$ cat config.mk
export PLATFORM = sky130hd
export DESIGN_NAME = lsu_align_unit
export DESIGN_NICKNAME = d
export VERILOG_FILES = /design/src/rtl/lsu_align_unit.sv
export SDC_FILE = /design/constraint.sdc
export NUM_CORES = 1
export LEC_CHECK = 0
export ABC_AREA = 1
export CAP_MARGIN = 0
export CORE_ASPECT_RATIO = 2
export CORE_UTILIZATION = 36
export CTS_BUF_LIST = sky130_fd_sc_hd__clkbuf_16
export DETAILED_ROUTE_END_ITERATION = 8
export GPL_TIMING_DRIVEN = 0
export PLACE_DENSITY = 0.81
export SKIP_CTS_REPAIR_TIMING = 1
export SLEW_MARGIN = 0
export SYNTH_ARGS = -nofsm -noshare
export SYNTH_HDL_FRONTEND = slang
export SYNTH_SLANG_ARGS = --single-unit
$ cat constraint.sdc
create_clock -name clk -period 4.75 [get_ports clk]
set_input_delay 0.95 -clock clk [delete_from_list [all_inputs] [get_ports clk]]
set_output_delay 0.95 -clock clk [all_outputs]
set_load 0.03 [all_outputs]
$ cat src/rtl/lsu_align_unit.sv
// Load/store alignment stage in front of data_memory.
// Aligned accesses pass through; misaligned ones are split into byte beats.
module lsu_align_unit #(
    parameter int SIZE             = 32,
    parameter bit ALLOW_MISALIGNED = 1'b1
) (
    input  logic            clk,
    input  logic            rst,
    input  logic            req_valid,
    input  logic            req_write,
    input  logic [1:0]      req_size,
    input  logic            req_unsigned,
    input  logic [SIZE-1:0] req_addr,
    input  logic [SIZE-1:0] req_wdata,
    output logic            stall,
    output logic            resp_valid,
    output logic [SIZE-1:0] resp_rdata,
    output logic            misalign_error,
    output logic [SIZE-1:0] mem_address,
    output logic [SIZE-1:0] mem_write_data,
    output logic [1:0]      mem_data_size,
    output logic            mem_extension_type,
    output logic            mem_write_enable,
    input  logic [SIZE-1:0] mem_read_data
);

    typedef enum logic {
        IDLE,
        SPLIT
    } state_e;

    state_e      state_q, state_d;
    logic [1:0]  cnt_q, cnt_d;
    logic [23:0] buf_q, buf_d;

    logic        size_legal;
    logic        misaligned;
    logic        reject;
    logic [1:0]  last_beat;
    logic [1:0]  beat;
    logic [7:0]  wbyte;
    logic [15:0] half_merged;
    logic [31:0] word_merged;
    logic [SIZE-1:0] split_rdata;

    assign size_legal = (req_size != 2'b11);

    always_comb begin
        misaligned = 1'b0;
        unique case (req_size)
            2'b01:   misaligned = req_addr[0];
            2'b10:   misaligned = (req_addr[1:0] != 2'b00);
            default: misaligned = 1'b0;
        endcase
    end

    assign reject    = !size_legal || (misaligned && !ALLOW_MISALIGNED);
    assign last_beat = (req_size == 2'b01) ? 2'd1 : 2'd3;
    assign beat      = (state_q == IDLE) ? 2'd0 : cnt_q;

    always_comb begin
        wbyte = 8'h00;
        unique case (beat)
            2'd0: wbyte = req_wdata[7:0];
            2'd1: wbyte = req_wdata[15:8];
            2'd2: wbyte = req_wdata[23:16];
            2'd3: wbyte = req_wdata[31:24];
            default: wbyte = 8'h00;
        endcase
    end

    // Final beat supplies the top byte; earlier bytes come from buf_q.
    assign half_merged = {mem_read_data[7:0], buf_q[7:0]};
    assign word_merged = {mem_read_data[7:0], buf_q[23:0]};

    always_comb begin
        split_rdata = '0;
        if (req_size == 2'b01) begin
            split_rdata = {{(SIZE-16){half_merged[15] & ~req_unsigned}},
                           half_merged};
        end else begin
            split_rdata = SIZE'(word_merged);
        end
    end

    always_comb begin
        state_d            = state_q;
        cnt_d              = cnt_q;
        buf_d              = buf_q;
        stall              = 1'b0;
        resp_valid         = 1'b0;
        resp_rdata         = '0;
        misalign_error     = 1'b0;
        mem_address        = '0;
        mem_write_data     = '0;
        mem_data_size      = 2'b00;
        mem_extension_type = 1'b0;
        mem_write_enable   = 1'b0;

        if (!rst) begin
            state_d = IDLE;
            cnt_d   = 2'd0;
        end else if (!req_valid) begin
            state_d = IDLE;
            cnt_d   = 2'd0;
        end else if (reject) begin
            misalign_error = 1'b1;
            resp_valid     = 1'b1;
            state_d        = IDLE;
            cnt_d          = 2'd0;
        end else if (!misaligned) begin
            mem_address        = req_addr;
            mem_write_data     = req_wdata;
            mem_data_size      = req_size;
            mem_extension_type = req_unsigned;
            mem_write_enable   = req_write;
            resp_valid         = 1'b1;
            resp_rdata         = req_write ? '0 : mem_read_data;
            state_d            = IDLE;
            cnt_d              = 2'd0;
        end else begin
            mem_address        = req_addr + SIZE'(beat);
            mem_write_data     = SIZE'(wbyte);
            mem_data_size      = 2'b00;
            mem_extension_type = 1'b1;
            mem_write_enable   = req_write;
            if (beat == last_beat) begin
                resp_valid = 1'b1;
                resp_rdata = req_write ? '0 : split_rdata;
                state_d    = IDLE;
                cnt_d      = 2'd0;
            end else begin
                stall   = 1'b1;
                state_d = SPLIT;
                cnt_d   = beat + 2'd1;
                unique case (beat)
                    2'd0: buf_d[7:0]   = mem_read_data[7:0];
                    2'd1: buf_d[15:8]  = mem_read_data[7:0];
                    2'd2: buf_d[23:16] = mem_read_data[7:0];
                    default: buf_d = buf_q;
                endcase
            end
        end
    end

    always_ff @(posedge clk or negedge rst) begin
        if (!rst) begin
            state_q <= IDLE;
            cnt_q   <= 2'd0;
            buf_q   <= 24'h0;
        end else begin
            state_q <= state_d;
            cnt_q   <= cnt_d;
            buf_q   <= buf_d;
        end
    end

endmodule

After elaboration in Yosys (flattened, before gate mapping)
Cells that the tools add are included.
- output and inout port bits: 103
- input bits: 103
- word-level logic and storage cells: 71
- flip-flop bits (word level): 27
- multiplexer cells: 49
- equal/unequal tests: 7
- $add $sub $neg: 2
- reductions and logical operators: 5
- bitwise operators: 3
- operator list (kind ; count):
    $mux 32 ; 16
    $add 32x2->32 ; 1
    $pmux 8 s4 ; 1
    $mux 2 ; 11
    $mux 1 ; 20
    $reduce_and 6->1 ; 3
    $eq 2x2->1 const B ; 3
    $eq 2x1->1 const B ; 2
    $add 2x1->2 const B ; 1
    $eq 2x2->1 ; 1
    $logic_not 2->1 ; 1
    $ne 2x2->1 const B ; 1
    $not 1->1 ; 2
    $pmux 1 s2 ; 1
    $reduce_bool 2->1 ; 1
    $and 1x1->1 ; 1

Longest topological paths before layout
Gate-level depths: netlist (run 1).
- depth in word-level cells: 9
- depth in mapped cells: 14
- gate-level depth less buffers: 14

Least setup slack after synthesis (run 1)
OpenSTA, ideal clock, no wires.
- kind: input to output
- from: input port req_size[0]
- to: output port mem_write_data[0]
- path buffers: 2
- stages: 9
- arrival time: 2638 ps
- slack: 1162 ps
- required time: 3800 ps
- cells stage by stage: inv_1 -> ha_1 -> o21bai_1 -> nor2_4 -> inv_4 -> or2_1 -> buf_2 -> buf_6 -> a211oi_2
- longest elaborated chain between the ends: 6
- elaborated cells between the ends (all ways): 8
- classes of those cells: eq/ne: 3; mux: 5
- RTL lines (element ; RTL line ; text):
    start: declaration ; 11 ; input logic [1:0] req_size,
    $eq 2x2->1 / $eq 2x1->1 (equally long branches) ; 50 ; unique case (req_size)
    $pmux 1 s2 ; 50 ;
    $mux 32 ; 111 ; end else if (!misaligned) begin
    $mux 32 * ; 106 ; end else if (reject) begin
    $mux 32 * ; 103 ; end else if (!req_valid) begin
    $mux 32 * ; 100 ; if (!rst) begin
    end: declaration ; 20 ; output logic [SIZE-1:0] mem_write_data,
Every way passes the cells marked *; elsewhere a longest branch is shown, timed or not.

Final worst setup path (run 1)
- from: input port req_size[0]
- to: output port resp_rdata[12]
- longest elaborated chain between the ends: 8
- elaborated cells between the ends (all ways): 13
- classes of those cells: eq/ne: 4; mux: 9
- RTL lines (element ; RTL line ; text):
    $eq 2x1->1 ; 50, 58, 78 ;
    $mux 2 / $mux 32 (equally long branches) ; 58, 78 ;
    $eq 2x2->1 / $mux 32 (equally long branches) ; 127, 129 ;
    $mux 32 ; 127 ; if (beat == last_beat) begin
    $mux 32 ; 111 ;
    $mux 32 * ; 106 ;
    $mux 32 * ; 103 ;
    $mux 32 * ; 100 ;
    end: declaration ; 17 ; output logic [SIZE-1:0] resp_rdata,
Marks and branches as above.

==> metrics.md, run 1 <==
| Metric | Value |
|---|---|
| # IOs | `206` |
| Die height | `142 um` |
| Critical path class | `in -> out` |
| Most frequent cells in the layout | `nand2_1, clkdlybuf4s50_1, nor2_1` |
| Final worst slack | `0.113 ns` |
| Cell count after synthesis | `600` |
| Pwr dens | `139 nW/um^2` |
| Syn. warnings | `0` |
| Via density | `5.14` |
| Largest net degree at the start of global routing | `29` |
| First-pass GRT wire length | `22800 um` |
| Nets | `921` |
| Die Width | `72.1 um` |
| Critical-path cell list | `clkdlybuf4s50_1, inv_1, ha_1, o21bai_1, nor2_4, inv_4, nor2_4, buf_2, nand2_1, a21oi_1, clkdlybuf4s50_1` |
| Final TNS setup | `0 ns` |
| # H-tree levels | `1` |
| RSZ-0062 raised after global routing | `yes` |
| Worst setup startpoint | `req_size[0]` |
| Reg2reg start | `state_q` |
| Critical path arrival | `3.69 ns` |
| Clock sink total | `27` |
| Crit Path Max Fanout | `10` |
| FILL cells | `895` |
| Final max-slew violation count | `0` |
| Worst min path class | `reg -> reg` |
| Drt pass-1 iters | `5` |
| Via count | `4830` |
| Synth unique cells | `39` |
| M2 GR Usage | `0.538` |
| Slew @ Worst Pin | `0.733 ns` |
| GPL Wtd Cong | `0.968` |
| Post-Syn Nets | `711` |
| DRT iter0 DRCs | `317` |
| Area grow syn2layout | `67.6%` |
| DR WL/cell | `15.7 um` |
| Starting utilization of the core area | `0.374` |
| CP Capture Type | `primary output` |
| Max Buffers Root-to-Sink | `2` |
| CP Launch Type | `input port` |
| Tot GR Track Use | `0.282` |
| Number of remaining DRC errors | `0` |
| Area contributors post-synth | `dfrtp_1, nand2_1, nor2_1` |
| Mapped Area | `3530 um^2` |
| Cell area after layout | `5920 um^2` |
| Fin crit share | `0.976` |
| Num CTS Buffers | `3` |
| Yosys top cell area share | `0.191` |
| # rows | `50` |
| Final ANT Viol Nets | `0` |
| Final Critical Period | `4.64 ns` |
| Met3 global-route usage | `0.0276` |
| Die ar. | `10200 um^2` |
| Met1 usage | `0.289` |
| Outcome | `finished clean` |
| Layout cells sized above 1 | `0.0643` |
| Congestion Overflow GR | `0` |
| Leakage | `3.09 nW` |
| Fmax | `216 MHz` |
| Area leader, netlist | `dfrtp_1` |
| Setup violators final | `0` |
| Hpwl dp | `12300 um` |
| Max IR drop VDD | `0.176 mV` |
| Synthesis-stage register bit count | `27` |
| Antenna violations before repair | `0` |
| WL final | `14700 um` |
| Clock transition at the registers of the reported paths | `0.07 ns` |
| Post-synthesis sequential area ratio | `0.191` |
| MaxCap Viol Count | `0` |
| Vias in the first global route | `4733` |
| Largest stage delay, worst path | `0.69 ns` |
| # port buffers | `205` |
| Setup Skew | `0.00230 ns` |
| Worst skew pair latency | `0.26 ns` |
| GR peak layer | `met2` |
| Final hold vios | `0` |
| Post-Place Setup Slack | `-0.713 ns` |
| WHS | `0.490 ns` |
| Slew Limit Headroom | `0.507` |
| Clk root buf | `clkbuf_16` |
| CP required | `3.80 ns` |
| Commonest non-fill, non-tap cell in the layout | `nand2_1` |
| TritonCTS clock tree | `built` |
| Core Util, Final | `0.627` |
| Worst path slowest cell | `clkdlybuf4s50_1` |
| Syn Area/Cell | `5.89 um^2` |
| CORE AREA | `9450 um^2` |
| Hold path start | `buf_q[11]` |
| Post-Place Cell Area | `5750 um^2` |
| Inserted Diodes | `0` |
[metrics by stage]
| stage | power (mW) | cells |
|---|---|---|
| after floorplan | 0.437 | 600 |
| after global placement | 0.629 | 935 |
| after detailed placement | 0.634 | 935 |
| after CTS | 0.822 | 939 |
| after global routing | 0.860 | 939 |
| final | 0.821 | 939 |
[critical path, delay by kind of cell]
kind	cells	cell delay (ns)
buffers and inverters	5	1.64
and+or+nand+nor	3	0.44
AOI/OAI and AO/OA	2	0.33
adders and majority gates	1	0.31
[power by group]
part | internal, mW | leakage [nW] | total, mW | switching, mW
logic | 0.167 | 2.68 | 0.371 | 0.204
clock network | 0.113 | 0.0423 | 0.191 | 0.0779
registers | 0.249 | 0.368 | 0.260 | 0.0107
[cells by family (layout without fill, tap and decap cells)]
family / count (synthesis) / count (layout) / synth area share
xor+xnor: 12 / 12 / 0.0319
mux: 7 / 7 / 0.0223
simple gates: 331 / 331 / 0.396
compound gates: 116 / 116 / 0.208
flops: 27 / 27 / 0.191
fa+ha+maj: 8 / 8 / 0.0283
buf+inv: 99 / 308 / 0.122
[layer usage]
layer / wire, um / vias to the layer above
li1: - / 2372
met1: 5250 / 2228
met2: 8040 / 186
met3: 675 / 44
met4: 743 / 0
met5: 0 / -
[synthesized netlist by cell type (all sizes together)]
cell type  number
and2            1
clkbuf         15
o21a            1
nand2         178
nor3           27
ha              8
xor2            8
a31oi           2
o221ai          8
dfrtp          27
inv            70
or2             1
mux2            7
o211ai         16
nand4           9
nand3b          1
a21oi          49
o21bai          2
o21ai          30
xnor2           4
nor4            2
nand3          24
buf            14
nor2           88
a211oi          8
[flip-flops by register name, indices dropped and copies added, names as in the netlist]
name	flops
buf_q	24
cnt_q	2
state_q	1
[path summary, 6_finish.rpt]
kind | endpoint | slack, ns | cells past startpoint
max in group asynchronous | buf_q[19] | 3.84 | 1
setup / recovery | resp_rdata[12] | 0.11 | 11
min in group asynchronous | buf_q[10] | 0.62 | 1
setup reg to reg | buf_q[10] | 3.03 | 8
hold reg to reg | buf_q[11] | 0.49 | 2
hold / removal | buf_q[11] | 0.49 | 2
[final cells by class]
| type | count | area (um^2) | area share |
|---|---|---|---|
| multi-input cells | 474 | 2430 | 0.410 |
| flip-flops and latches | 27 | 676 | 0.114 |
| clock buffers | 3 | 75.1 | 0.0127 |
| inverters | 70 | 265 | 0.0448 |
| clock inverters | 1 | 3.75 | 0.000634 |
| repair buffers | 205 | 2140 | 0.361 |
| well taps | 130 | 163 | 0.0275 |
| plain buffers | 29 | 171 | 0.0289 |
(Power assumes the default switching activity.)
==> inputs of run 2 (changes only) <==
- ABC_AREA: 1 -> not set
- PLACE_DENSITY: 0.81 -> 0.82
- clock period: 4.75 -> 5.25 ns (I/O delays scaled with it)
==> run 2 against run 1 <==
- the flow now finishes with violations (DRC)
- cell area decreased by 2.3%
- sequential share of layout area increased by 0.26 points
- utilization decreased by 0.59 points
- cell count decreased by 20%
- flip-flop and latch count unchanged
- clock power decreased by 6%
==> metrics.md, run 2 <==
| Metric | Value |
|---|---|
| Outcome | `finished, violations left` |
| Failing checks | `DRC` |
| Mapped Area | `3460 um^2 (-2.2%)` |
| Largest net degree at the start of global routing | `31 (+6.9%)` |
| Slew @ Worst Pin | `0.640 ns (-0.0930 ns)` |
| Final total power | `0.756 mW (-7.9%)` |
| Synth unique cells | `50 (+28%)` |
| Fin crit share | `0.980` |
| Final ANT Viol Nets | `0 (unchanged)` |
| Setup Skew | `0.00450 ns (+0.00220 ns)` |
| Final hold vios | `0 (unchanged)` |
| Clock sink total | `27 (unchanged)` |
| Hpwl dp | `12000 um (-2.4%)` |
| Final Critical Period | `5.15 ns` |
| WL final | `15000 um (+2.1%)` |
| Async S/R FF share, synth | `1.00 (unchanged)` |
| Worst path slowest cell | `clkdlybuf4s50_1` |
| Vias in the first global route | `4717 (-0.34%)` |
| Top-count cell post-synth | `nand2_1` |
| CP Buf/Inv Count | `3 (-2)` |
| Critical-path cell list | `clkdlybuf4s50_1, ha_1, ha_1, a31oi_1, clkbuf_1, o21ai_0, a21oi_1, clkdlybuf4s50_1` |
| Placed cell count | `749 (-20%)` |
| Inserted Diodes | `0 (unchanged)` |
| Post-Place Cell Area | `5620 um^2 (-2.3%)` |
| P_int | `0.492 mW (-7.0%)` |
| CP Capture Type | `primary output` |
| Number of remaining DRC errors | `11 (+11)` |
| Die height | `141 um (-1.1%)` |
| Antenna violations before repair | `0 (unchanged)` |
| CP delay by family, top | `buffers and inverters` |
| # rows | `50 (unchanged)` |
| Die Width | `71.3 um (-1.1%)` |
| # H-tree levels | `1 (unchanged)` |
| Sw Pwr | `0.265 mW (-9.5%)` |
| CP Launch Type | `input port` |
| # port buffers | `203 (-0.98%)` |
| Max FFs per register | `24 (unchanged)` |
| Drt pass-1 iters | `7 (+2)` |
| GPL Wtd Cong | `0.985 (+1.7%)` |
| Worst skew pair latency | `0.27 ns (about the same)` |
| Most frequent cells in the layout | `clkdlybuf4s50_1, nand2_1, nor2_1` |
| Num CTS Buffers | `3 (unchanged)` |
| Pwr dens | `131 nW/um^2 (-5.8%)` |
| Largest registers | `buf_q (24), cnt_q (2), state_q (1)` |
| Nets | `762 (-17%)` |
| Critical path arrival | `4.10 ns (+0.41 ns)` |
| Post-Syn Nets | `553 (-22%)` |
| CORE AREA | `9320 um^2 (-1.3%)` |
| Clk pwr share | `0.238 (+0.006)` |
| Via density | `6.01 (+17%)` |
| Clk root buf | `clkbuf_16` |
| WHS | `0.514 ns (+0.0239 ns)` |
| DRT iter0 DRCs | `296 (-6.6%)` |
| Most frequent cells after synthesis | `nand2_1, nor2_1, mux2_2` |
| Congestion Overflow GR | `0 (unchanged)` |
| Top reg by flops | `buf_q` |
| FF-to-FF setup slack | `2.82 ns (-0.21 ns)` |
| Post-synth top flop | `dfrtp_1` |
| Worst setup startpoint | `req_addr[0]` |
| Commonest non-fill, non-tap cell in the layout | `clkdlybuf4s50_1` |
| Comb pwr share | `0.446 (-0.006)` |
| Clock transition at the registers of the reported paths | `0.07 ns (about the same)` |
| Via count | `4535 (-6.1%)` |
| Slew Limit Headroom | `0.573 (+0.0665)` |
| Sw Ratio | `0.350 (-0.00610)` |
| Top routing layer used | `met4` |
| Reg2reg start | `state_q` |
| Post-synthesis sequential area ratio | `0.196 (+0.00436)` |
| Area grow syn2layout | `67.5% (about the same)` |
| CP required | `4.20 ns (+0.40 ns)` |
| Crit Path Max Fanout | `10 (unchanged)` |
| Critical path class | `in -> out` |
| Die ar. | `10000 um^2 (-2.2%)` |
| Yosys top cell area share | `0.196 (+0.00436)` |
| Hold path start | `buf_q[17]` |
| Layout cells sized above 1 | `0.151 (+0.0865)` |
| Final std cells w/o fill | `754 (-20%)` |
| Syn. warnings | `0 (unchanged)` |
| Syn Area/Cell | `7.82 um^2 (+33%)` |
| Starting utilization of the core area | `0.371 (-0.00343)` |
| TritonCTS clock tree | `built` |
| Core Util, Final | `0.621 (-0.00595)` |
| Max IR drop VDD | `0.218 mV (+24%)` |
| Fmax | `194 MHz` |
| Met2 WL | `8520 um (+6.0%)` |
| Cell count after synthesis | `442 (-26%)` |
| Cell area after layout | `5790 um^2 (-2.3%)` |
| First-pass GRT wire length | `23300 um (+2.5%)` |
| Final max-slew violation count | `0 (unchanged)` |
| Tot GR Track Use | `0.295 (+0.0136)` |
| Largest stage delay, worst path | `0.70 ns (about the same)` |
| # IOs | `206 (unchanged)` |
| Seq pwr share | `0.316 (about the same)` |
| DR WL/cell | `19.9 um (+27%)` |
| Post-synth EDFFs | `0 (unchanged)` |
| Setup violators final | `0 (unchanged)` |
| Met3 Wirelength | `820 um (+21%)` |
| Area contributors post-synth | `dfrtp_1, mux2_2, nand2_1` |
| Met1 wire length | `5080 um (-3.1%)` |
| Synthesis-stage register bit count | `27 (unchanged)` |
| MaxCap Viol Count | `0 (unchanged)` |
| Area leader, netlist | `dfrtp_1` |
| Leakage | `2.41 nW (-22%)` |
| Worst min path class | `reg -> reg` |
| Max Buffers Root-to-Sink | `2 (unchanged)` |
[run 2: logic make-up after synthesis]
| group | after synthesis | synth area share |
|---|---|---|
| adder cells (fa/ha/maj) | 8 | 0.0290 |
| flip-flops | 27 | 0.196 |
| AO/OA/AOI/OAI | 104 | 0.210 |
| buffers and inverters | 50 | 0.0626 |
| AND/OR/NAND/NOR | 203 | 0.347 |
| multiplexers | 48 | 0.151 |
| XOR/XNOR | 2 | 0.00507 |
[run 2: worst paths after layout]
| check | endpoint | depth (start not counted) |
|---|---|---|
| setup / recovery | mem_address[2] | 8 |
| hold / removal | buf_q[17] | 1 |
| setup reg to reg | buf_q[12] | 6 |
| hold reg to reg | buf_q[17] | 1 |
| max in group asynchronous | buf_q[5] | 1 |
| min in group asynchronous | buf_q[6] | 1 |
[run 2: layout make-up]
type | count | area [um^2]
Fill cell | 829 | 3530
Multi-Input combinational cell | 365 | 2600
Timing Repair Buffer | 204 | 2070
Sequential cell | 27 | 676
Buffer | 42 | 195
Tap cell | 104 | 130
Clock buffer | 3 | 75.1
Inverter | 8 | 30.0
Clock inverter | 1 | 7.51
[run 2: layer usage]
metal  global-route usage  vias up
met1                0.289     2157
met3               0.0381       52
met2                0.581      231
li1                     -     2095
met5                    0        -
met4                0.145        0
[run 2: power groups by stage]
| stage | Clock (mW) | Combinational (mW) | Sequential (mW) |
|---|---|---|---|
| 3_3_place_gp | 0 | 0.327 | 0.240 |
| 2_1_floorplan | 0 | 0.156 | 0.238 |
| 3_5_place_dp | 0 | 0.333 | 0.242 |
| 5_1_grt | 0.187 | 0.359 | 0.240 |
| 4_1_cts | 0.180 | 0.335 | 0.238 |
| 6_report | 0.180 | 0.338 | 0.239 |
[run 2: metrics by stage]
| stage | TNS, ns | worst slack (ns) |
|---|---|---|
| detailed placement | -46.84 | -0.820 |
| floorplan | 0 | 1.13 |
| global placement | -42.41 | -0.783 |
| global route | -0.0241 | -0.0106 |
| finish | 0 | 0.104 |
| CTS | -47.57 | -0.826 |
